**src/rtl/four_bit_down_counter.sv**
```systemverilog
// Down counter with parallel load, free-running or one-shot mode,
// a registered borrow pulse on wrap and a registered done flag.
module four_bit_down_counter #(
   parameter int unsigned WIDTH = 4
) (
   input  logic             Clock,
   input  logic             Clear,
   input  logic             In,
   input  logic             Load,
   input  logic [WIDTH-1:0] D,
   input  logic             Mode,
   output logic [WIDTH-1:0] Q,
   output logic             Zero,
   output logic             Borrow,
   output logic             Done
);

   localparam logic StRun  = 1'b0;
   localparam logic StHalt = 1'b1;

   localparam logic [WIDTH-1:0] One = WIDTH'(1);
   localparam logic [WIDTH-1:0] Two = WIDTH'(2);

   logic             state_q, state_d;
   logic [WIDTH-1:0] q_q, q_d;
   logic             borrow_q, borrow_d;

   always_comb begin
      state_d  = state_q;
      q_d      = q_q;
      borrow_d = 1'b0;
      if (Load) begin
         q_d     = D;
         state_d = StRun;
      end else if (In && (state_q == StRun)) begin
         if (!Mode) begin
            q_d      = q_q - One;
            borrow_d = (q_q == '0);
         end else if (q_q >= Two) begin
            q_d = q_q - One;
         end else begin
            // One-shot never wraps: 1 or 0 both land on zero and expire.
            q_d     = '0;
            state_d = StHalt;
         end
      end
   end

   always_ff @(posedge Clock or negedge Clear) begin
      if (!Clear) begin
         state_q  <= StRun;
         q_q      <= '0;
         borrow_q <= 1'b0;
      end else begin
         state_q  <= state_d;
         q_q      <= q_d;
         borrow_q <= borrow_d;
      end
   end

   assign Q      = q_q;
   assign Zero   = (q_q == '0);
   assign Borrow = borrow_q;
   assign Done   = (state_q == StHalt);

`ifndef SYNTHESIS
   a_borrow_all_ones : assert property (@(posedge Clock) disable iff (!Clear)
      Borrow |-> (Q == '1));
   a_done_at_zero : assert property (@(posedge Clock) disable iff (!Clear)
      Done |-> Zero);
`endif

endmodule
```
**config.mk**
```make
export PLATFORM = sky130hd
export DESIGN_NAME = four_bit_down_counter
export DESIGN_NICKNAME = d
export VERILOG_FILES = /design/src/rtl/four_bit_down_counter.sv
export SDC_FILE = /design/constraint.sdc
export NUM_CORES = 1
export LEC_CHECK = 0
export CAP_MARGIN = 20
export CORE_AREA = 10 10 47 49
export DETAILED_ROUTE_END_ITERATION = 7
export DIE_AREA = 0 0 57 59
export HOLD_SLACK_MARGIN = 0.03
export PLACE_DENSITY = 0.61
export SYNTH_ARGS = -nofsm -noshare
export SYNTH_HDL_FRONTEND = slang
export SYNTH_SLANG_ARGS = --single-unit
```
**constraint.sdc**
```tcl
create_clock -name Clock -period 1.7 [get_ports Clock]
set_clock_uncertainty 0.05 [all_clocks]
set_input_delay 0.34 -clock Clock [delete_from_list [all_inputs] [get_ports Clock]]
set_output_delay 0.34 -clock Clock [all_outputs]
set_load 0.01 [all_outputs]
```
Word-level counts from Yosys, hierarchy flattened:

Index checks and enable logic that the tools add are counted.

* bits in registers: 6
* bits of input ports: 9
* output and inout port bits: 7
* logic and storage cells: 23

* $add $sub $neg: 1
* magnitude comparators: 1
* equality and inequality tests: 1
* multiplexer cells: 11
* bitwise logic cells: 1
* reduce and logical (&&, ||, !) cells: 5

Operators by type and width (number)
* $mux 4: 4
* $mux 1: 7
* $ge 4x2->1 const B: 1
* $logic_not 4->1: 1
* $reduce_bool 2->1: 2
* $sub 4x1->4 const B: 1
* $reduce_and 3->1: 1
* $ne 2x2->1 const B: 1
* $logic_and 1x1->1: 1
* $not 1->1: 1

Longest topological paths before layout:

Gate-level depths: netlist of the first run.

* word-level depth: 5
* gate-level depth with buffers: 5
* mapped depth without buffers: 5

Worst setup path after synthesis of the first run:

Ideal clock, no wire load.

* path type: register to register
* start point: reg q_q[0] (netlist: Q[0])
* end point: reg q_q[0] (netlist: Q[0])
* library setup time: 122 ps
* arrival time: 1267 ps
* data required time: 1528 ps
* slack: 262 ps
* stages on the path, launching flop included: 6
* path buffers: 0
* period minus slack after synthesis: 1438 ps
* path through: dfrtp_1 > inv_1 > ha_1 > nor3b_1 > a211o_1 > a21oi_2

* cells in the longest elaborated chain, start to end: 5
* elaborated cells on any way between the ends: 6

Ends and longest elaborated chain
* start, declared: line 25 `logic [WIDTH-1:0] q_q, q_d;`
* start signal, assigned: line 56 `q_q <= q_d;`
* $sub 4x1->4 or $ge 4x2->1 (tied branches): line 37, 40, 39
* $mux 4: line 39 `end else if (q_q >= Two) begin`
* $mux 4 *: line 36 `if (!Mode) begin`
* $mux 4 *: line 35 `end else if (In && (state_q == StRun)) begin`
* $mux 4 *: line 32 `if (Load) begin`

Every way passes the cells marked *; elsewhere a longest branch is shown, timed or not. The select of a mux whose other input is x is not followed.
A chain may end at the register's enable or synchronous reset.

Final worst setup path of the first run:

* start point: reg q_q[0] (netlist: Q[0])
* end point: out Zero

* cells in the longest elaborated chain, start to end: 1

Ends and longest elaborated chain
* $logic_not 4->1: line 62 `assign Zero = (q_q == '0);`
* end, declared: line 13 `output logic Zero,`

No other way between the ends.

==> results.py, run 1 <==
metrics = {
    "final_layout": {
        "diodes": 0,
        "nets": 77,
        "area_delta_synth_final_pct": 61.49,
        "drive_gt1_share_pct": 26.98,
        "post-route-util_pct": 46.43,
        "final_area_um2": 650.6,
    },
    "floorplanning": {
        "rows": 14,
        "core_region_area_um2": 1401,
        "die-area_um2": 3363,
        "io_pins": 16,
        "die_w_um": 57,
        "start_util_pct": 28.75,
        "die_h_um": 59,
    },
    "placement": {
        "place_congestion": 0.7066,
        "placed_cell_area_um2": 620.6,
        "portBuffers": 15,
        "dp_hpwl_um": 863.4,
    },
    "timing": {
        "setup_viol": 0,
        "max_freq_ghz": 0.6537,
        "fin_hold_ws_ps": 292.0,
        "max-slew-margin-rel_pct": 81.27,
        "drv_slew": 0,
        "worst_pin_slew_ps": 277.3,
        "rsz0062_at_grt": "no",
        "post-route-min-period_ps": 1530,
        "finalCritPeriodShare_pct": 89.98,
        "hold_viol": 0,
        "fin_setup_tns_ps": 0,
    },
    "critical_path": {
        "r2r-end": "Q[1]",
        "end_kind": "primary output",
        "worst-path-buf-inv": 2,
        "cp_max_fo": 3,
        "arrival_ps": 1140,
        "reg2reg_depth": 6,
        "startpoint": "Q[0]",
        "required_ps": 1310,
        "cpPeakStageDelay_ps": 370,
        "crit_slowest_cell": "dfrtp_1",
        "critical-path-top-delay-family": "flip-flops",
        "start_kind": "flop",
        "r2r-start": "Q[1]",
        "path_cells": "inv_1, ha_1, and2_1, clkbuf_2",
        "cp.depth": 4,
        "rrSetupSlack_ps": 280,
        "critPathKind": "reg -> out",
    },
    "drt": {
        "drt_iter0_markers": 2,
        "via_count": 381,
        "via_per_inst": 4.823,
        "postRouteAntennaNets": 0,
        "drc": 0,
        "drt-pass1-iter-count": 3,
        "drt-wirelength-per-cell_um": 13.28,
        "drt-total-wl_um": 1049,
    },
    "global_routing": {
        "grt_pass1_vias": 455,
        "busiest_layer": "met2",
        "grt.total_usage_pct": 7.208,
        "grtUsageMet1_pct": 6.859,
        "grt_max_degree": 10,
        "overflow": 0,
        "grt_antenna_before_repair": 0,
        "gr-usage-met2_pct": 11.47,
        "grt_pass1_wl_um": 1904,
        "met3_usage_pct": 4.292,
    },
    "logic_synthesis": {
        "syn_area_um2": 402.9,
        "synth.most_common_cell": "dfrtp_1",
        "synth_cell_types": 20,
        "syn_nets": 51,
        "netlist.area_leader.share_pct": 37.27,
        "synth-main-ff-cell": "dfrtp_1",
        "synth_edf_count": 0,
        "yosysWarnings": 0,
        "synth_area_leaders": "dfrtp_1 37%, ha_1 9.3%, nor4b_2 7.5%",
        "syn_inst": 39,
        "synthTopCellsByCount": "6 x dfrtp_1, 4 x nor2b_1, 3 x a21oi_1, 3 x ha_1",
        "syn_area_per_cell_um2": 10.33,
        "synth_largest_area_cell": "dfrtp_1",
        "async_flop_share_pct": 100.0,
        "seq_area_frac_synth_pct": 37.27,
        "synth-seq-cells": 6,
    },
    "hold_path": {
        "hold_path.class": "in -> async",
    },
    "cts": {
        "clock_latency_ps": 240,
        "clockBufferDepth": 2,
        "cts_tree": "yes",
        "ctsHtreeMaxLevel": 1,
        "cts_made_buffers": 3,
        "clkSinkCount": 6,
        "post_cts_buffers": 0,
        "clk_pin_slew_ps": 50,
        "cts_root_buf": "clkbuf_4",
        "ctsHoldBuffers": 0,
    },
    "power_and_ir_drop": {
        "power_mw": 0.4496,
        "p_leak_nw": 0.3248,
        "peakVddDrop_mv": 0.2981,
        "power_density_nw_per_um2": 691.0,
    },
    "outcome": {
        "status": "completed",
    },
    "run": {
        "maxCapViolCount": 0,
    },
}
-- power breakdown --
group | total [mW] | internal [mW] | switching, mW
Combinational | 0.156 | 0.0839 | 0.0723
Sequential | 0.161 | 0.155 | 0.00618
Clock | 0.132 | 0.0799 | 0.0523
Total | 0.450 | 0.319 | 0.131
-- logic make-up after synthesis --
family	share of synthesized area [%]
adder cells (fa/ha/maj)	9.318
AND/OR/NAND/NOR	28.57
buffers and inverters	3.105
flip-flops	37.27
AO/OA/AOI/OAI	21.74
-- worst max path at each step --
stage                       to
final                     Zero
after global routing      Zero
after CTS                 Zero
after detailed placement  Zero
after global placement    Zero
after floorplan           Q[0]
-- state kept, by name, summed over array words and instances (netlist names) --
register / flops
Borrow: 1
Done: 1
Q: 4
-- area by class of cell --
type | count | area (um2)
fillers | 143 | 750.7
multi-input cells | 30 | 240.2
repair buffers | 22 | 210.2
flip-flops and latches | 6 | 150.1
clock buffers | 3 | 22.52
well taps | 16 | 20.02
inverters | 2 | 7.507
-- cells in the final DEF, fill, tap and decap left out, types with 2 or more instances in the layout --
cell type | Yosys | final
dfrtp_1 | 6 | 6
nor2b_1 | 4 | 4
a21oi_2 | 2 | 2
clkdlybuf4s50_1 | 0 | 9
ha_1 | 3 | 3
nor4b_2 | 2 | 2
o41ai_1 | 2 | 2
clkbuf_4 | 0 | 3
buf_4 | 0 | 7
nor2_1 | 2 | 2
a21oi_1 | 3 | 3
dlymetal6s2s_1 | 0 | 5
a211o_1 | 2 | 2
a31oi_1 | 2 | 2
inv_1 | 2 | 2
-- routing by layer --
| metal | part of all wire [%] | up-vias |
|---|---|---|
| met5 | 0 | - |
| met4 | 0 | 0 |
| met1 | 39 | 175 |
| li1 | - | 195 |
| met2 | 48 | 11 |
| met3 | 12 | 0 |
-- worst reg2reg max path: stages, from the launching register on --
cell	delay, ps
dfrtp_1	370
buf_4	160
ha_1	190
nor3b_1	210
buf_4	160
a211o_1	130
a21oi_2	50
-- stage by stage --
stage | std cells | worst slack [ps]
3_3_place_gp | 76 | 67.87
3_5_place_dp | 76 | 19.41
6_report | 79 | 170.3
5_1_grt | 79 | 73.02
4_1_cts | 79 | 6.648
2_1_floorplan | 39 | 261.8
-- repair_timing --
action / CTS / global route
setup endpoints to repair: 1 / 6
gates resized for setup: 1 / 7
pin swaps: 0 / 0
Note: power is estimated with default switching activity, not from simulation.
==> run 2, diff against run 1 <==
CTS_CLUSTER_SIZE = 40   (was not set)
==> results of run 2 <==
No change in the layout: final DEF, timing and power equal those of run 1.
==> run 3, diff against run 2 <==
TNS_END_PERCENT = 30   (was not set)
==> results of run 3 <==
No change in the layout: final DEF, timing and power equal those of run 1.
